**src/rtl/approx_add_sched_if.sv**
```systemverilog
// Handshake bundle between two requesters, one response consumer and approx_add_sched.
// The master side drives requests and consumes responses; the slave side is the scheduler.
interface approx_add_sched_if;
  logic        req0_valid;
  logic        req0_ready;
  logic [31:0] req0_a;
  logic [31:0] req0_b;
  logic        req0_sub;

  logic        req1_valid;
  logic        req1_ready;
  logic [31:0] req1_a;
  logic [31:0] req1_b;
  logic        req1_sub;

  logic        rsp_valid;
  logic        rsp_ready;
  logic [31:0] rsp_sum;
  logic        rsp_cout;
  logic        rsp_id;

  modport master (
    output req0_valid, req0_a, req0_b, req0_sub,
    output req1_valid, req1_a, req1_b, req1_sub,
    output rsp_ready,
    input  req0_ready, req1_ready,
    input  rsp_valid, rsp_sum, rsp_cout, rsp_id
  );

  modport slave (
    input  req0_valid, req0_a, req0_b, req0_sub,
    input  req1_valid, req1_a, req1_b, req1_sub,
    input  rsp_ready,
    output req0_ready, req1_ready,
    output rsp_valid, rsp_sum, rsp_cout, rsp_id
  );
endinterface

```
**src/rtl/approx_add_sched.sv**
```systemverilog
// Round-robin scheduler that runs 32-bit add/sub for two requesters on one shared
// 16-bit approximate adder, low half first and high half with the registered carry.
module x16_approx_add #(
  parameter int N8 = 0
) (
  input  logic [15:0] a,
  input  logic [15:0] b,
  input  logic        cin,
  output logic [15:0] sum,
  output logic        cout
);
  generate
    if (N8 == 0) begin : g_exact
      logic [16:0] full;
      assign full = {1'b0, a} + {1'b0, b} + {16'd0, cin};
      assign sum  = full[15:0];
      assign cout = full[16];
    end else begin : g_approx
      localparam int K = (N8 > 15) ? 15 : N8;
      logic [16-K:0] upper;
      logic [K-1:0]  lower;
      // Lower-part OR cells; the top approximate bit pair seeds the exact upper carry.
      assign lower = a[K-1:0] | b[K-1:0] | K'(cin);
      assign upper = {1'b0, a[15:K]} + {1'b0, b[15:K]} + {{(16-K){1'b0}}, a[K-1] & b[K-1]};
      assign sum   = {upper[15-K:0], lower};
      assign cout  = upper[16-K];
    end
  endgenerate
endmodule

module approx_add_sched #(
  parameter int N8 = 0
) (
  input  logic               clk,
  input  logic               resetn,
  approx_add_sched_if.slave  bus
);
  typedef enum logic [1:0] {IDLE, LO, HI, DONE} state_t;

  state_t      state;
  logic        last;
  logic        op_id;
  logic        cin0;
  logic        carry;
  logic [31:0] op_a;
  logic [31:0] op_b;
  logic [15:0] sum_lo;

  logic        rsp_valid;
  logic [31:0] rsp_sum;
  logic        rsp_cout;
  logic        rsp_id;

  logic        grant_any;
  logic        grant_id;
  logic [31:0] sel_a;
  logic [31:0] sel_b;
  logic        sel_sub;

  logic [15:0] add_a;
  logic [15:0] add_b;
  logic        add_cin;
  logic [15:0] add_sum;
  logic        add_cout;

  // On a tie the requester that did not win last time is granted.
  assign grant_any = resetn && (state == IDLE) && (bus.req0_valid || bus.req1_valid);
  assign grant_id  = bus.req1_valid && (!bus.req0_valid || !last);

  assign bus.req0_ready = grant_any && !grant_id;
  assign bus.req1_ready = grant_any && grant_id;

  assign sel_a   = grant_id ? bus.req1_a   : bus.req0_a;
  assign sel_b   = grant_id ? bus.req1_b   : bus.req0_b;
  assign sel_sub = grant_id ? bus.req1_sub : bus.req0_sub;

  assign bus.rsp_valid = rsp_valid;
  assign bus.rsp_sum   = rsp_sum;
  assign bus.rsp_cout  = rsp_cout;
  assign bus.rsp_id    = rsp_id;

  always_comb begin
    add_a   = 16'd0;
    add_b   = 16'd0;
    add_cin = 1'b0;
    case (state)
      LO: begin
        add_a   = op_a[15:0];
        add_b   = op_b[15:0];
        add_cin = cin0;
      end
      HI: begin
        add_a   = op_a[31:16];
        add_b   = op_b[31:16];
        add_cin = carry;
      end
      default: ;
    endcase
  end

  x16_approx_add #(.N8(N8)) u_add (
    .a    (add_a),
    .b    (add_b),
    .cin  (add_cin),
    .sum  (add_sum),
    .cout (add_cout)
  );

  always_ff @(posedge clk or negedge resetn) begin
    if (!resetn) begin
      state     <= IDLE;
      last      <= 1'b1;
      op_id     <= 1'b0;
      cin0      <= 1'b0;
      carry     <= 1'b0;
      op_a      <= 32'd0;
      op_b      <= 32'd0;
      sum_lo    <= 16'd0;
      rsp_valid <= 1'b0;
      rsp_sum   <= 32'd0;
      rsp_cout  <= 1'b0;
      rsp_id    <= 1'b0;
    end else begin
      case (state)
        IDLE: begin
          if (grant_any) begin
            op_id <= grant_id;
            last  <= grant_id;
            op_a  <= sel_a;
            // Subtraction is a + ~b + 1, so the low beat carries in the sub flag.
            op_b  <= sel_sub ? ~sel_b : sel_b;
            cin0  <= sel_sub;
            state <= LO;
          end
        end
        LO: begin
          sum_lo <= add_sum;
          carry  <= add_cout;
          state  <= HI;
        end
        HI: begin
          rsp_sum   <= {add_sum, sum_lo};
          rsp_cout  <= add_cout;
          rsp_id    <= op_id;
          rsp_valid <= 1'b1;
          state     <= DONE;
        end
        DONE: begin
          if (bus.rsp_ready) begin
            rsp_valid <= 1'b0;
            state     <= IDLE;
          end
        end
        default: state <= IDLE;
      endcase
    end
  end
endmodule

```
**src/flat_wrapper.sv**
```systemverilog
// flat-port wrapper written by rule: the top's interface ports become plain ports
module approx_add_sched_flat 
#(
  parameter int N8 = 0
)
  (clk, resetn, bus_req0_valid, bus_req0_a, bus_req0_b, bus_req0_sub, bus_req1_valid, bus_req1_a, bus_req1_b, bus_req1_sub, bus_rsp_ready, bus_req0_ready, bus_req1_ready, bus_rsp_valid, bus_rsp_sum, bus_rsp_cout, bus_rsp_id);
  approx_add_sched_if bus_i ();
  input  logic clk;
  input  logic resetn;
  input wire logic [$bits(bus_i.req0_valid)-1:0] bus_req0_valid;
  input wire logic [$bits(bus_i.req0_a)-1:0] bus_req0_a;
  input wire logic [$bits(bus_i.req0_b)-1:0] bus_req0_b;
  input wire logic [$bits(bus_i.req0_sub)-1:0] bus_req0_sub;
  input wire logic [$bits(bus_i.req1_valid)-1:0] bus_req1_valid;
  input wire logic [$bits(bus_i.req1_a)-1:0] bus_req1_a;
  input wire logic [$bits(bus_i.req1_b)-1:0] bus_req1_b;
  input wire logic [$bits(bus_i.req1_sub)-1:0] bus_req1_sub;
  input wire logic [$bits(bus_i.rsp_ready)-1:0] bus_rsp_ready;
  output wire logic [$bits(bus_i.req0_ready)-1:0] bus_req0_ready;
  output wire logic [$bits(bus_i.req1_ready)-1:0] bus_req1_ready;
  output wire logic [$bits(bus_i.rsp_valid)-1:0] bus_rsp_valid;
  output wire logic [$bits(bus_i.rsp_sum)-1:0] bus_rsp_sum;
  output wire logic [$bits(bus_i.rsp_cout)-1:0] bus_rsp_cout;
  output wire logic [$bits(bus_i.rsp_id)-1:0] bus_rsp_id;
  assign bus_i.req0_valid = bus_req0_valid;
  assign bus_i.req0_a = bus_req0_a;
  assign bus_i.req0_b = bus_req0_b;
  assign bus_i.req0_sub = bus_req0_sub;
  assign bus_i.req1_valid = bus_req1_valid;
  assign bus_i.req1_a = bus_req1_a;
  assign bus_i.req1_b = bus_req1_b;
  assign bus_i.req1_sub = bus_req1_sub;
  assign bus_i.rsp_ready = bus_rsp_ready;
  assign bus_req0_ready = bus_i.req0_ready;
  assign bus_req1_ready = bus_i.req1_ready;
  assign bus_rsp_valid = bus_i.rsp_valid;
  assign bus_rsp_sum = bus_i.rsp_sum;
  assign bus_rsp_cout = bus_i.rsp_cout;
  assign bus_rsp_id = bus_i.rsp_id;
  approx_add_sched #(.N8(N8)) u_core (.clk(clk), .resetn(resetn), .bus(bus_i));
endmodule
```
**config.mk**
```make
export PLATFORM = sky130hd
export DESIGN_NAME = approx_add_sched_flat
export DESIGN_NICKNAME = d
export VERILOG_FILES = /design/src/rtl/approx_add_sched_if.sv /design/src/rtl/approx_add_sched.sv /design/src/flat_wrapper.sv
export SDC_FILE = /design/constraint.sdc
export NUM_CORES = 1
export LEC_CHECK = 0
export BUFFER_PORTS_ARGS = -buffer_cell sky130_fd_sc_hd__buf_2
export CAP_MARGIN = 10
export CORE_ASPECT_RATIO = 0.7
export CORE_MARGIN = 3
export CORE_UTILIZATION = 49
export DETAILED_ROUTE_END_ITERATION = 10
export GPL_ROUTABILITY_DRIVEN = 0
export PLACE_DENSITY_LB_ADDON = 0.25
export REMOVE_ABC_BUFFERS = 1
export SLEW_MARGIN = 20
export SYNTH_ARGS = -nofsm -noshare
export SYNTH_HDL_FRONTEND = slang
export SYNTH_SLANG_ARGS = --single-unit
```
**constraint.sdc**
```tcl
create_clock -name clk -period 3.2 [get_ports clk]
set_clock_uncertainty 0.15 [all_clocks]
set_input_delay 0.32 -clock clk [delete_from_list [all_inputs] [get_ports clk]]
set_output_delay 0.32 -clock clk [all_outputs]
set_load 0.1 [all_outputs]
```
## After elaboration in Yosys (flattened, before gate mapping)

Index checks and enable logic that the tools add are counted.
W data, S select, Z words.

- Bits in registers: 121
- Bits of input ports: 135
- Output and inout port bits: 37
- Logic and storage cells: 47

- $add $sub $neg: 2
- Equal/unequal tests: 5
- Multiplexer cells: 12
- Bitwise gates (word level): 1
- Reductions and logical operators: 15

Operators with widths:

| operator | number |
|---|---|
| $mux W32 | 3 |
| $pmux W16 S2 | 2 |
| $not A32 Y32 | 1 |
| $add A16 B16 Y17 | 1 |
| $add A17 B1 Y17 | 1 |
| $pmux W2 S4 | 1 |
| $reduce_and A2 Y1 | 3 |
| $logic_and A1 B1 Y1 | 5 |
| $eq A2 B2 Y1 const B | 2 |
| $mux W2 | 2 |
| $pmux W1 S2 | 2 |
| $logic_not A1 Y1 | 3 |
| $eq A2 B1 Y1 const B | 1 |
| $logic_not A2 Y1 | 1 |
| $logic_or A1 B1 Y1 | 2 |
| $mux W1 | 2 |
| $ne A2 B1 Y1 const B | 1 |
| $ne A2 B2 Y1 const B | 1 |
| $reduce_bool A2 Y1 | 1 |

## Depth between registers and ports, before layout

Gate-level depths: netlist of the first run.

- Depth in word-level cells: 6
- Mapped depth: 14
- Depth with buffers taken out: 11

## Modules after synthesis

From an unflattened synthesis of the first run, not the netlist that was laid out.

- Cell total of the unflattened synthesis: 661
- Area total of the unflattened synthesis: 6995.5 sq um

Modules (own cells, without submodules):

| module | times used | cells each | area an instance (sq um) |
|---|---|---|---|
| approx_add_sched | 1 | 570 | 6268.5 |
| x16_approx_add | 1 | 91 | 726.9 |

## Worst setup path before layout of the first run

Ideal clock, no wire load.

- Path type: reg-to-reg
- Start: reg u_core.state[0]
- End: reg u_core.carry
- Arrival: 3124 ps
- Required time: 2930 ps
- Setup slack: -194 ps
- Stages on the path, launching flop included: 14
- Buffers on the path: 2
- Period minus slack after synthesis: 3394 ps
- Cell sequence: dfrtp_1 inv_1 ha_1 clkbuf_1 clkbuf_1 a22oi_1 nor2b_1 fa_1 fa_1 a21oi_1 o211ai_1 a21oi_4 o21ai_0 a31o_2

- Longest elaborated chain between the ends: 4
- Elaborated cells between the ends (all ways): 7

Ends and longest elaborated chain:

| item | line | source |
|---|---|---|
| start: declaration | approx_add_sched.sv:40 | `state_t state;` |
| start signal: assignment | approx_add_sched.sv:111 | `state <= IDLE;` |
| start signal: assignment | approx_add_sched.sv:133 | `state <= LO;` |
| start signal: assignment | approx_add_sched.sv:139 | `state <= HI;` |
| $eq A2 B2 Y1 or $eq A2 B1 Y1 (tied branches) | approx_add_sched.sv:86, approx_add_sched.sv:124 |  |
| $pmux W16 S2 | approx_add_sched.sv:86 | `case (state)` |
| $add A16 B16 Y17 | approx_add_sched.sv:15 | `assign full = {1'b0, a} + {1'b0, b} + {16'd0, cin};` |
| $add A17 B1 Y17 | approx_add_sched.sv:15 |  |
| end signal: assignment | approx_add_sched.sv:138 | `carry <= add_cout;` |
| end: declaration | approx_add_sched.sv:44 | `logic carry;` |

Several ways; a longest one is shown, not always the timed one.
A chain may end at the register's enable or synchronous reset.

## Worst setup path in the final report of the first run

- Start: reg u_core.state[1]
- End: reg u_core.sum_lo[13]

- Longest elaborated chain between the ends: 4
- Elaborated cells between the ends (all ways): 7

Ends and longest elaborated chain:

| item | line | source |
|---|---|---|
| $eq A2 B2 Y1 or $eq A2 B1 Y1 (tied branches) | approx_add_sched.sv:86, approx_add_sched.sv:124 |  |
| $pmux W16 S2 | approx_add_sched.sv:86 |  |
| $add A16 B16 Y17 | approx_add_sched.sv:15 |  |
| $add A17 B1 Y17 | approx_add_sched.sv:15 |  |
| end signal: assignment | approx_add_sched.sv:137 | `sum_lo <= add_sum;` |
| end: declaration | approx_add_sched.sv:47 | `logic [15:0] sum_lo;` |

Several ways; a longest one is shown, not always the timed one.

==> results of run 1 <==
-- placed cells by master (no fill, tap or decap), types with 31 or more instances in the layout --
master / n
a22oi_1: 65
buf_2: 168
dfrtp_1: 120
dlygate4sd3_1: 49
mux2_2: 33
mux2i_1: 32
nand2_1: 120
nor2b_1: 34
o21ai_1: 31
xnor2_1: 38
-- cell usage after synthesis, drive strengths merged (3+ instances only) --
cell type	number	area share, %
nand4	11	1.0
inv	10	0.55
nand2	121	6.6
and3	3	0.27
buf	24	1.9
nor2b	36	3.3
nor2	23	1.3
o21ai	42	3.1
a22oi	65	7.1
nor3	8	0.58
xnor2	38	4.9
o211ai	7	0.77
mux2i	33	5.0
mux2	33	5.4
a21oi	22	1.9
dfrtp	120	44
clkbuf	25	1.4
o31ai	4	0.44
ha	20	3.7
nand3	9	0.66
a21o	6	0.66
a31oi	5	0.46
-- timing repair --
item                       CTS  global route
resized for setup            3            21
hold buffers                49             0
hold endpoints to repair    28             0
buffers inserted             0             1
pin swaps                    0             5
setup endpoints to repair    7            24
-- through the flow --
step / hold WS (ns) / utilization, %
floorplan: -0.1256 / -
global placement: 0.3007 / 59.35
detailed placement: 0.3075 / 59.35
CTS: 0.0004782 / 67.63
global route: 0.0003444 / 68.31
finish: -0.01564 / 68.31
-- worst paths after layout --
path / endpoint / from / depth (start not counted)
worst max-delay path: u_core.sum_lo[13] / u_core.state[1] / 11
worst min-delay path: u_core.op_b[30] / resetn / 2
worst max register to register: u_core.sum_lo[13] / u_core.state[1] / 11
worst min register to register: u_core.op_a[3] / u_core.op_a[3] / 2
max in group asynchronous: u_core.sum_lo[4] / resetn / 2
min in group clk: u_core.op_a[22] / bus_req1_a[22] / 3
-- metal layers --
layer,up-vias,track usage (%),wire [um]
li1,2936,-,-
met1,3016,34.70,8426
met2,261,40.44,9194
met3,33,6.199,1392
met4,0,7.314,320
met5,-,0,0
-- worst max-delay path: stages (launching register included) --
cell and delay (ns):
dfrtp_1 0.37, inv_1 0.17, ha_2 0.29, buf_8 0.21, a22oi_1 0.10, nor2b_1 0.13, ha_1 0.31, a21oi_2 0.23
and2_2 0.25, a21oi_2 0.11, or4_1 0.55, nand4_1 0.10
-- kinds of logic (layout without fill, tap and decap cells) --
logic type | Yosys count | in the layout | share of synthesized area (%)
adders and majority gates | 22 | 22 | 4.238
xor gates and xnor gates | 38 | 38 | 4.859
and+or+nand+nor | 220 | 220 | 14.91
DFF | 121 | 121 | 44.23
muxes | 66 | 66 | 10.43
buffers and inverters | 61 | 291 | 4.129
AOI/OAI and AO/OA | 172 | 172 | 17.21
-- registers in the layout, summed over array words and instances (netlist names) --
name / cells
u_core.bus.rsp_sum: 32
u_core.op_a: 32
u_core.op_b: 32
u_core.sum_lo: 16
u_core.state: 2
u_core.bus.rsp_cout: 1
u_core.bus.rsp_id: 1
u_core.bus.rsp_valid: 1
u_core.carry: 1
u_core.cin0: 1
u_core.last: 1
u_core.op_id: 1
-- where the power goes --
group	total, mW	switching (mW)	leakage [nW]	internal [mW]
registers	2.57	0.377	1.54	2.19
logic	4.94	3.24	2.54	1.70
clock network	1.96	0.697	0.293	1.26
total	9.47	4.31	4.38	5.16
-- area by class of cell --
type,instances,area (sq um)
Clock buffer,21,460.4
Clock inverter,11,146.4
Fill cell,1040,4247
Inverter,10,37.54
Multi-Input combinational cell,518,3622
Sequential cell,121,3029
Tap cell,185,231.5
Timing Repair Buffer,249,1627
==> reports/metrics.json, run 1 <==
{
  "status": "finished, violations left",
  "violated_checks": "negative hold slack",
  "slew_viol_final": 0,
  "syn-mean-instance-area_sq_um": 9.784,
  "die_y_um": 104.9,
  "syn_area_sq_mm": 0.006849,
  "ctsLongestPathBuffers": 2,
  "share_of_synthesized_registers_carrying_an_async_set_or_reset_pct": 100.0,
  "routed_wire_length_per_instance_um": 17.34,
  "placed_cell_area_sq_mm": 0.007953,
  "boundaryPins": 172,
  "dr.first_iter.drc_count": 445,
  "clk_pin_slew_ns": 0.06,
  "final.setup.tns_ns": 0,
  "die_w_um": 147.3,
  "drtAntennaViolNets": 0,
  "synth_warnings": 0,
  "power.density_cell_area_mw_per_mm2": 1035,
  "power_leakage_nw": 4.376,
  "final_cycle_share_pct": 95.43,
  "timing.critical_path.from_type": "flop",
  "layout_min_cycle_time_ns": 3.054,
  "min_path_type": "input pin to async pin",
  "setup_slack_ns": 0.1462,
  "num-nets-final": 1074,
  "viasPerCell": 5.602,
  "htreeDepth": 4,
  "cts_num_sinks": 121,
  "post-dp-hpwl_mm": 13.34,
  "netlist_instances": 700,
  "irDropWorstVdd_v": 0.0009077,
  "rsz_0062_raised_after_global_routing": "yes",
  "grt_pass1_vias": 6358,
  "cts_tree": "done",
  "max_cap_viol_count": 0,
  "clock_tree.root_cell": "clkbuf_16",
  "detailroute.via_count": 6246,
  "final-hold-violation-count": 8,
  "power_mw": 9.472,
  "worst_pin_slew_ns": 0.7792,
  "r2r_setup_slack_ns": 0.15,
  "portBuffers": 171,
  "worst_ep_arrival_time_ns": 3.25,
  "area_growth_syn_to_layout_pct": 33.65,
  "fin_area_sq_mm": 0.009154,
  "critical_setup_path_kind": "flop to flop",
  "place_inst": 1033,
  "drt_total_wl_mm": 19.33,
  "grt_start_max_net_pins": 62,
  "final_cells": 1115,
  "ys_seq_elements": 121,
  "grt_antenna_before_repair": 0,
  "antenna_cells_inserted": 0,
  "fraction_of_final_layout_cells_sized_beyond_drive_strength_1_pct": 30.97,
  "drt_pass_1_iters": 5,
  "kind_of_end_point_of_the_critical_path": "flop",
  "report.final.setup_viol": 0,
  "grtUsageTotal_pct": 25.38,
  "fp-row-count": 35,
  "post-route-drc-count": 0,
  "design.die.area_sq_mm": 0.01546,
  "initial_utilization_pct": 51.11,
  "dp_worst_setup_slack_ns": -0.08536,
  "grt_overflow": 0,
  "synth_sequential_area_ratio_pct": 44.23,
  "clk_latency_ns": 0.41,
  "synth_top_flop_cell": "dfrtp_1",
  "cts_inserted_buffers": 17,
  "synth-edff-count": 0,
  "hold-worst-slack_ns": -0.01564,
  "fp.coreArea_sq_mm": 0.01340,
  "timing.fmax_mhz": 327.5,
  "crit_path_required_time_ns": 3.39,
  "first_pass_grt_wire_length_mm": 31.60,
  "maxSlewHeadroom_pct": 48.05,
  "yosys.cell_types.count": 53,
  "worst-path-max-fanout": 24
}
No activity file was read; power rests on OpenSTA's default activity.
==> run 2, diff against run 1 <==
Settings changed: SYNTH_HIERARCHICAL from default to 1.
==> reports/metrics.json, run 2 <==
{
  "status": {"value": "finished, violations left", "change": "unchanged"},
  "violated_checks": {"value": "negative setup slack", "change": "was negative hold slack"},
  "layout.area.seq": {"value": 0.003030, "unit": "sq mm", "change": "was 0.003029 sq mm"},
  "detailroute.via_count": {"value": 5474, "change": "was 6246"},
  "grt_start_max_net_pins": {"value": 131, "change": "was 62"},
  "ys_seq_elements": {"value": 121, "change": "unchanged"},
  "crit_path_cell_trace": {"value": "inv_2 > ha_4 > nor2b_2 > fa_2 > fa_2 > a21o_4 > a311oi_4 > nor3_2 > or2_4 > a311o_1 > mux2_2", "change": "was inv_1 > ha_2 > buf_8 > a22oi_1 > nor2b_1 > ha_1 > a21oi_2 > and2_2 > a21oi_2 > or4_1 > nand4_1"},
  "critical_path.most_common_cell": {"value": "fa_2", "change": "was a21oi_2"},
  "drtAntennaViolNets": {"value": 0, "change": "unchanged"},
  "final_cycle_share": {"value": 106.3, "unit": "%", "change": "was 95.43%"},
  "routed_wire_length_per_instance": {"value": 16.42, "unit": "um", "change": "was 17.34 um"},
  "final_common_cell": {"value": "buf_2", "change": "unchanged"},
  "grt_antenna_before_repair": {"value": 0, "change": "unchanged"},
  "antenna_cells_inserted": {"value": 0, "change": "unchanged"},
  "n_fill_cell": {"value": 1065, "change": "was 1040"},
  "grt_overflow": {"value": 0, "change": "unchanged"},
  "min_path_type": {"value": "input pin to flop", "change": "was input pin to async pin"},
  "fp-row-count": {"value": 35, "change": "unchanged"},
  "dr.first_iter.drc_count": {"value": 268, "change": "was 445"},
  "power.density_cell_area": {"value": 968.7, "unit": "mW/mm^2", "change": "was 1035 mW/mm^2"},
  "clk_latency": {"value": 0.42, "unit": "ns", "change": "was 0.41 ns"},
  "timing.fmax": {"value": 294.0, "unit": "MHz", "change": "was 327.5 MHz"},
  "syn_area": {"value": 0.006995, "unit": "sq mm", "change": "was 0.006849 sq mm"},
  "yosys.cell_types.count": {"value": 44, "change": "was 53"},
  "critical_setup_path_kind": {"value": "flop to flop", "change": "unchanged"},
  "fp.coreArea": {"value": 0.01353, "unit": "sq mm", "change": "was 0.01340 sq mm"},
  "area_used_by_multi_input_combinational_logic": {"value": 0.003815, "unit": "sq mm", "change": "was 0.003622 sq mm"},
  "critical-path-slowest-cell": {"value": "dfrtp_2", "change": "was or4_1"},
  "max_cap_viol_count": {"value": 0, "change": "unchanged"},
  "synth_top_flop_cell": {"value": "dfrtp_1", "change": "unchanged"},
  "yosysMostFrequentCell": {"value": "dfrtp_1", "change": "was nand2_1"},
  "maxSlewHeadroom": {"value": 32.78, "unit": "%", "change": "was 48.05%"},
  "final_cells": {"value": 1041, "change": "was 1115"},
  "power": {"value": 8.591, "unit": "mW", "change": "was 9.472 mW"},
  "worst-path-max-fanout": {"value": 5, "change": "was 24"},
  "netlist_instances": {"value": 661, "change": "was 700"},
  "timing.critical_path.from_type": {"value": "flop", "change": "unchanged"},
  "post-dp-hpwl": {"value": 12.07, "unit": "mm", "change": "was 13.34 mm"},
  "r2r_setup_slack": {"value": -0.20, "unit": "ns", "change": "was 0.15 ns"},
  "kind_of_end_point_of_the_critical_path": {"value": "flop", "change": "unchanged"},
  "area_growth_syn_to_layout": {"value": 26.78, "unit": "%", "change": "was 33.65%"},
  "synth-edff-count": {"value": 0, "change": "unchanged"},
  "share_of_synthesized_registers_carrying_an_async_set_or_reset": {"value": 100.0, "unit": "%", "change": "unchanged"},
  "commonest_cells_after_routing_fill_and_taps_aside": {"value": "buf_2, dfrtp_1, nand2_1", "change": "was buf_2, nand2_1, dfrtp_1"},
  "clock_tree.root_cell": {"value": "clkbuf_16", "change": "unchanged"},
  "viasPerCell": {"value": 5.258, "change": "was 5.602"},
  "grt_pass1_vias": {"value": 5621, "change": "was 6358"},
  "design.die.area": {"value": 0.01577, "unit": "sq mm", "change": "was 0.01546 sq mm"},
  "setup_slack": {"value": -0.2012, "unit": "ns", "change": "was 0.1462 ns"},
  "grtUsageTotal": {"value": 21.89, "unit": "%", "change": "was 25.38%"},
  "cts_inserted_buffers": {"value": 17, "change": "unchanged"},
  "top_regs": {"value": "u_core/bus.rsp_sum: 32 flops, u_core/op_a: 32 flops, u_core/op_b: 32 flops", "change": "was u_core.bus.rsp_sum: 32 flops, u_core.op_a: 32 flops, u_core.op_b: 32 flops"},
  "final.setup.tns": {"value": -1.175, "unit": "ns", "change": "was 0 ns"},
  "die_w": {"value": 148.8, "unit": "um", "change": "was 147.3 um"},
  "report.final.setup_viol": {"value": 8, "change": "was 0"},
  "synth.largest_area_cell": {"value": "dfrtp_1", "change": "unchanged"},
  "num-nets-final": {"value": 1002, "change": "was 1074"},
  "die_y": {"value": 106.0, "unit": "um", "change": "was 104.9 um"},
  "cts_num_sinks": {"value": 121, "change": "unchanged"},
  "portBuffers": {"value": 171, "change": "unchanged"},
  "power_leakage": {"value": 4.526, "unit": "nW", "change": "was 4.376 nW"},
  "rsz_0062_raised_after_global_routing": {"value": "yes", "change": "unchanged"},
  "synth_sequential_area_ratio": {"value": 43.30, "unit": "%", "change": "was 44.23%"},
  "boundaryPins": {"value": 172, "change": "unchanged"},
  "cts_tree": {"value": "done", "change": "unchanged"},
  "hold-worst-slack": {"value": 0.03440, "unit": "ns", "change": "was -0.01564 ns"},
  "layout_min_cycle_time": {"value": 3.401, "unit": "ns", "change": "was 3.054 ns"},
  "irDropWorstVdd": {"value": 0.0004761, "unit": "V", "change": "was 0.0009077 V"},
  "drt_total_wl": {"value": 17.10, "unit": "mm", "change": "was 19.33 mm"},
  "yosysTopAreaCellShare": {"value": 42.93, "unit": "%", "change": "was 43.84%"},
  "post-route-drc-count": {"value": 0, "change": "unchanged"},
  "syn-mean-instance-area": {"value": 10.58, "unit": "sq um", "change": "was 9.784 sq um"},
  "longest_individual_stage_delay_on_the_worst_path": {"value": 0.44, "unit": "ns", "change": "was 0.55 ns"},
  "worst_ep_arrival_time": {"value": 3.55, "unit": "ns", "change": "was 3.25 ns"},
  "synth_warnings": {"value": 6, "change": "was 0"},
  "clk_pin_slew": {"value": 0.05, "unit": "ns", "change": "was 0.06 ns"},
  "ctsLongestPathBuffers": {"value": 2, "change": "unchanged"},
  "crit_path_required_time": {"value": 3.35, "unit": "ns", "change": "was 3.39 ns"},
  "final-hold-violation-count": {"value": 0, "change": "was 8"},
  "fraction_of_final_layout_cells_sized_beyond_drive_strength_1": {"value": 36.68, "unit": "%", "change": "was 30.97%"},
  "initial_utilization": {"value": 51.70, "unit": "%", "change": "was 51.11%"},
  "first_pass_grt_wire_length": {"value": 27.53, "unit": "mm", "change": "was 31.60 mm"},
  "drt_pass_1_iters": {"value": 5, "change": "unchanged"},
  "largest_cells_by_area_after_synthesis": {"value": "dfrtp_1, mux2i_1, xor2_1", "change": "was dfrtp_1, a22oi_1, nand2_1"},
  "htreeDepth": {"value": 4, "change": "unchanged"},
  "worst_pin_slew": {"value": 1.008, "unit": "ns", "change": "was 0.7792 ns"},
  "slew_viol_final": {"value": 0, "change": "unchanged"},
  "place_inst": {"value": 1003, "change": "was 1033"},
  "synth.cells.most_frequent": {"value": "dfrtp_1, nand2_1, xor2_1, mux2i_1, mux2_2", "change": "was nand2_1, dfrtp_1, a22oi_1, xnor2_1, nor2b_1"}
}
==> run 2: through the flow <==
| step | util, % | area [sq um] | worst slack [ns] |
|---|---|---|---|
| after floorplan | - | 6743 | -1.809 |
| after global placement | 60.11 | 8134 | -0.4051 |
| after detailed placement | 60.11 | 8134 | -0.5185 |
| after CTS | 65.27 | 8832 | -0.1721 |
| after global routing | 65.54 | 8869 | -0.2847 |
| final | 65.54 | 8869 | -0.2012 |
==> run 2: worst paths after layout <==
check	end	from	depth (start not counted)
max reg2reg	u_core/bus.rsp_cout	u_core/state[1]	11
max	u_core/bus.rsp_cout	u_core/state[1]	11
min in group asynchronous	u_core/bus.rsp_id	resetn	2
max in group asynchronous	u_core/state[1]	resetn	3
min	u_core/op_a[26]	bus_req1_a[26]	3
min reg2reg	u_core/op_a[7]	u_core/op_a[7]	2
==> run 2: cell type report <==
| type | instances | share of cell area [%] |
|---|---|---|
| inverter | 3 | 0.1270 |
| timing repair buffer | 212 | 13.61 |
| tap | 185 | 2.610 |
| multi-input combinational | 489 | 43.02 |
| clock buffer | 23 | 5.389 |
| clock inverter | 8 | 1.072 |
| sequential | 121 | 34.17 |
==> run 2: repair_timing <==
| action | CTS | global route |
|---|---|---|
| hold buffers | 2 | 0 |
| pin swaps | 7 | 1 |
| endpoints found under the hold margin | 35 | 0 |
| buffers inserted | 4 | 1 |
| endpoints found under the setup margin | 18 | 22 |
| resized for setup | 15 | 6 |
==> run 2: cells by family (layout without fill, tap and decap cells) <==
kind of cell,after synthesis,after routing,synth area share (%)
flops,121,121,43.30
xor+xnor,77,77,9.640
fa+ha+maj,23,23,4.328
compound gates,141,141,12.54
simple gates,130,130,8.603
mux,118,118,17.81
buf+inv,51,246,3.774
==> run 2: worst max-delay path, delay by kind of cell (launching register included) <==
family                   cells  cell delay [ns]
AO/OA/AOI/OAI                3             0.74
buffers and inverters        1             0.13
flip-flops                   1             0.44
AND/OR/NAND/NOR              3             0.51
adder cells (fa/ha/maj)      3             1.03
multiplexers                 1             0.28
==> run 2: routing by layer <==
| layer | vias to the layer above | part of all wire [%] | global-route usage, % |
|---|---|---|---|
| met1 | 2603 | 45 | 28.34 |
| met4 | 0 | 1.5 | 6.140 |
| met3 | 23 | 6.5 | 5.837 |
| met2 | 181 | 47 | 36.47 |
| li1 | 2667 | - | - |
| met5 | - | 0 | 0 |
==> run 2: report_power, final <==
group / total (mW) / switching, mW / internal [mW]
Combinational: 4.27 / 2.63 / 1.64
Clock: 1.87 / 0.674 / 1.20
Sequential: 2.45 / 0.328 / 2.12
Total: 8.59 / 3.63 / 4.96
==> run 3, diff against run 2 <==
==> constraint.sdc (replaced) <==
create_clock -name clk -period 3.2 [get_ports clk]
set_clock_uncertainty 0.15 [all_clocks]
set_input_delay 0.64 -clock clk [delete_from_list [all_inputs] [get_ports clk]]
set_output_delay 0.64 -clock clk [all_outputs]
set_load 0.1 [all_outputs]
==> reports/metrics.json, run 3 (same netlist as run 2, synthesis figures left out) <==
{
  "grtUsageTotal": {"value": 21.96, "unit": "%", "change": "was 21.89%"},
  "clk_latency": {"value": 0.42, "unit": "ns", "change": "about the same"},
  "commonest_cells_after_routing_fill_and_taps_aside": {"value": "buf_2, dfrtp_1, nand2_1", "change": "unchanged"},
  "crit_path_required_time": {"value": 3.34, "unit": "ns", "change": "was 3.35 ns"},
  "cts_tree": {"value": "done", "change": "unchanged"},
  "setup.worst_path.start": {"value": "u_core/state[0]", "change": "was u_core/state[1]"},
  "whs_path_depth": {"value": 2, "change": "was 3"},
  "grt_antenna_before_repair": {"value": 0, "change": "unchanged"},
  "placed_cell_area": {"value": 0.008172, "unit": "sq mm", "change": "was 0.008134 sq mm"},
  "area_used_by_multi_input_combinational_logic": {"value": 0.003925, "unit": "sq mm", "change": "was 0.003815 sq mm"},
  "crit-reg2reg-capture": {"value": "u_core/sum_lo[10]", "change": "was u_core/bus.rsp_cout"},
  "rsz_0062_raised_after_global_routing": {"value": "yes", "change": "unchanged"},
  "portBuffers": {"value": 171, "change": "unchanged"},
  "die_w": {"value": 148.8, "unit": "um", "change": "unchanged"},
  "routed_wire_length_per_instance": {"value": 16.45, "unit": "um", "change": "was 16.42 um"},
  "cts_num_sinks": {"value": 121, "change": "unchanged"},
  "antenna_cells_inserted": {"value": 0, "change": "unchanged"},
  "die_y": {"value": 106.0, "unit": "um", "change": "unchanged"},
  "r2r_setup_slack": {"value": -0.20, "unit": "ns", "change": "about the same"},
  "hold_start": {"value": "bus_rsp_ready", "change": "was bus_req1_a[26]"},
  "setup_slack": {"value": -0.2039, "unit": "ns", "change": "was -0.2012 ns"},
  "worst-path-max-fanout": {"value": 6, "change": "was 5"},
  "max_cap_viol_count": {"value": 0, "change": "unchanged"},
  "drt_pass_1_iters": {"value": 4, "change": "was 5"},
  "final_cycle_share": {"value": 106.4, "unit": "%", "change": "was 106.3%"},
  "viasPerCell": {"value": 5.304, "change": "was 5.258"},
  "detailroute.via_count": {"value": 5532, "change": "was 5474"},
  "post-dp-hpwl": {"value": 12.16, "unit": "mm", "change": "was 12.07 mm"},
  "initial_utilization": {"value": 51.70, "unit": "%", "change": "unchanged"},
  "design.die.area": {"value": 0.01577, "unit": "sq mm", "change": "unchanged"},
  "cts_inserted_buffers": {"value": 17, "change": "unchanged"},
  "report.final.setup_viol": {"value": 14, "change": "was 8"},
  "fp-row-count": {"value": 35, "change": "unchanged"},
  "cts_hold_buf": {"value": 0, "change": "was 2"},
  "status": {"value": "finished, violations left", "change": "unchanged"},
  "fp.coreArea": {"value": 0.01353, "unit": "sq mm", "change": "unchanged"},
  "drt_total_wl": {"value": 17.16, "unit": "mm", "change": "was 17.10 mm"},
  "critical_setup_path_kind": {"value": "flop to flop", "change": "unchanged"},
  "fraction_of_final_layout_cells_sized_beyond_drive_strength_1": {"value": 38.46, "unit": "%", "change": "was 36.68%"},
  "min_path_type": {"value": "input pin to flop", "change": "unchanged"},
  "final_common_cell": {"value": "buf_2", "change": "unchanged"},
  "htreeDepth": {"value": 4, "change": "unchanged"},
  "post-route-drc-count": {"value": 0, "change": "unchanged"},
  "boundaryPins": {"value": 172, "change": "unchanged"},
  "grt_overflow": {"value": 0, "change": "unchanged"},
  "slew_viol_final": {"value": 0, "change": "unchanged"},
  "layout.area.seq": {"value": 0.003030, "unit": "sq mm", "change": "unchanged"},
  "worst_pin_slew": {"value": 0.9203, "unit": "ns", "change": "was 1.008 ns"},
  "kind_of_end_point_of_the_critical_path": {"value": "flop", "change": "unchanged"},
  "violated_checks": {"value": "negative setup slack", "change": "unchanged"},
  "clk_pin_slew": {"value": 0.05, "unit": "ns", "change": "about the same"},
  "fin_area": {"value": 0.009061, "unit": "sq mm", "change": "was 0.008869 sq mm"},
  "worstReg2RegStart": {"value": "u_core/state[0]", "change": "was u_core/state[1]"},
  "layout_min_cycle_time": {"value": 3.404, "unit": "ns", "change": "was 3.401 ns"},
  "maxSlewHeadroom": {"value": 38.64, "unit": "%", "change": "was 32.78%"},
  "timing.fmax": {"value": 293.8, "unit": "MHz", "change": "was 294.0 MHz"},
  "top_regs": {"value": "u_core/bus.rsp_sum: 32 flops, u_core/op_a: 32 flops, u_core/op_b: 32 flops", "change": "unchanged"},
  "timing.critical_path.from_type": {"value": "flop", "change": "unchanged"},
  "timing.reg2reg.worst_path_depth": {"value": 14, "change": "was 11"},
  "dr.first_iter.drc_count": {"value": 242, "change": "was 268"},
  "power_leakage": {"value": 4.604, "unit": "nW", "change": "was 4.526 nW"},
  "first_pass_grt_wire_length": {"value": 27.76, "unit": "mm", "change": "was 27.53 mm"},
  "n_fill_cell": {"value": 1023, "change": "was 1065"},
  "worst_ep_arrival_time": {"value": 3.54, "unit": "ns", "change": "was 3.55 ns"},
  "clock_tree.root_cell": {"value": "clkbuf_16", "change": "unchanged"},
  "grt_start_max_net_pins": {"value": 135, "change": "was 131"},
  "final-hold-violation-count": {"value": 0, "change": "unchanged"},
  "worst_setup_path_endpoint": {"value": "u_core/sum_lo[10]", "change": "was u_core/bus.rsp_cout"},
  "drtAntennaViolNets": {"value": 0, "change": "unchanged"},
  "power": {"value": 8.822, "unit": "mW", "change": "was 8.591 mW"},
  "area_growth_syn_to_layout": {"value": 29.53, "unit": "%", "change": "was 26.78%"},
  "ctsLongestPathBuffers": {"value": 2, "change": "unchanged"},
  "layout.core_utilization": {"value": 66.96, "unit": "%", "change": "was 65.54%"},
  "grt_pass1_vias": {"value": 5725, "change": "was 5621"},
  "num-nets-final": {"value": 1004, "change": "was 1002"},
  "power.density_cell_area": {"value": 973.6, "unit": "mW/mm^2", "change": "was 968.7 mW/mm^2"},
  "irDropWorstVdd": {"value": 0.0004261, "unit": "V", "change": "was 0.0004761 V"}
}
[run 3: cell count changes in the layout (fill, tap and decap cells not counted), sizes merged]
cell	delta
buf	+4
clkinv	-2
bufinv	+1
clkinvlp	-1
dlygate4sd3	-2
clkbuf	+2
[run 3: final cells by class]
type,count,share of cell area (%)
multi-input combinational,489,43.32
sequential,121,33.44
inverter,3,0.1519
clock inverter,6,1.229
tap,185,2.555
timing repair buffer,214,13.73
clock buffer,25,5.579
[run 3: timing repair]
action / 4_1_cts / 5_1_grt
setup endpoints to repair: 22 / 24
buffers inserted: 6 / 3
gates resized for setup: 17 / 26
gates cloned: 0 / 0
pin swaps: 10 / 4
[run 3: where the power goes]
| group | internal [mW] | switching [mW] | total (mW) | leakage [nW] |
|---|---|---|---|---|
| Combinational | 1.71 | 2.68 | 4.39 | 2.75 |
| Sequential | 2.12 | 0.342 | 2.46 | 1.56 |
| Clock | 1.32 | 0.648 | 1.97 | 0.300 |
| Total | 5.15 | 3.67 | 8.82 | 4.60 |
[run 3: stage by stage]
stage                     cells  hold slack [ns]  TNS (ns)  setup WS [ns]
after global routing       1043           0.2749    -4.133        -0.3118
final                      1043           0.2968    -1.909        -0.2039
after detailed placement   1004           0.3166    -4.368        -0.5244
after CTS                  1041           0.2871    -1.502        -0.1745
after floorplan             613           0.1944    -64.65         -2.265
after global placement     1004           0.3125    -2.565        -0.3992
[run 3: how the worst min path moves through the flow]
| stage | to | slack [ns] |
|---|---|---|
| after global routing | u_core/bus.rsp_valid | 0.27 |
| after floorplan | u_core/bus.rsp_cout | 0.19 |
| final | u_core/bus.rsp_valid | 0.30 |
| after CTS | u_core/bus.rsp_valid | 0.29 |
| after global placement | u_core/op_id | 0.31 |
| after detailed placement | u_core/op_id | 0.32 |
[run 3: routing by layer]
metal	vias up	global-route usage [%]	wire length [um]
met5	-	0	0
met3	28	6.050	1072
met2	180	36.95	8216
li1	2684	-	-
met4	0	5.617	333
met1	2640	28.23	7540
[run 3: worst max-delay path, cell delays in order, from the launching register on]
cell and delay [ns]:
dfrtp_1 0.41, inv_2 0.10, ha_4 0.20, a22oi_2 0.17, nor2b_2 0.08, fa_2 0.43
fa_2 0.39, a21o_4 0.22, a311oi_4 0.23, buf_4 0.16, buf_4 0.10, o21bai_2 0.07
a31oi_1 0.17, xnor2_1 0.13, mux2_4 0.28
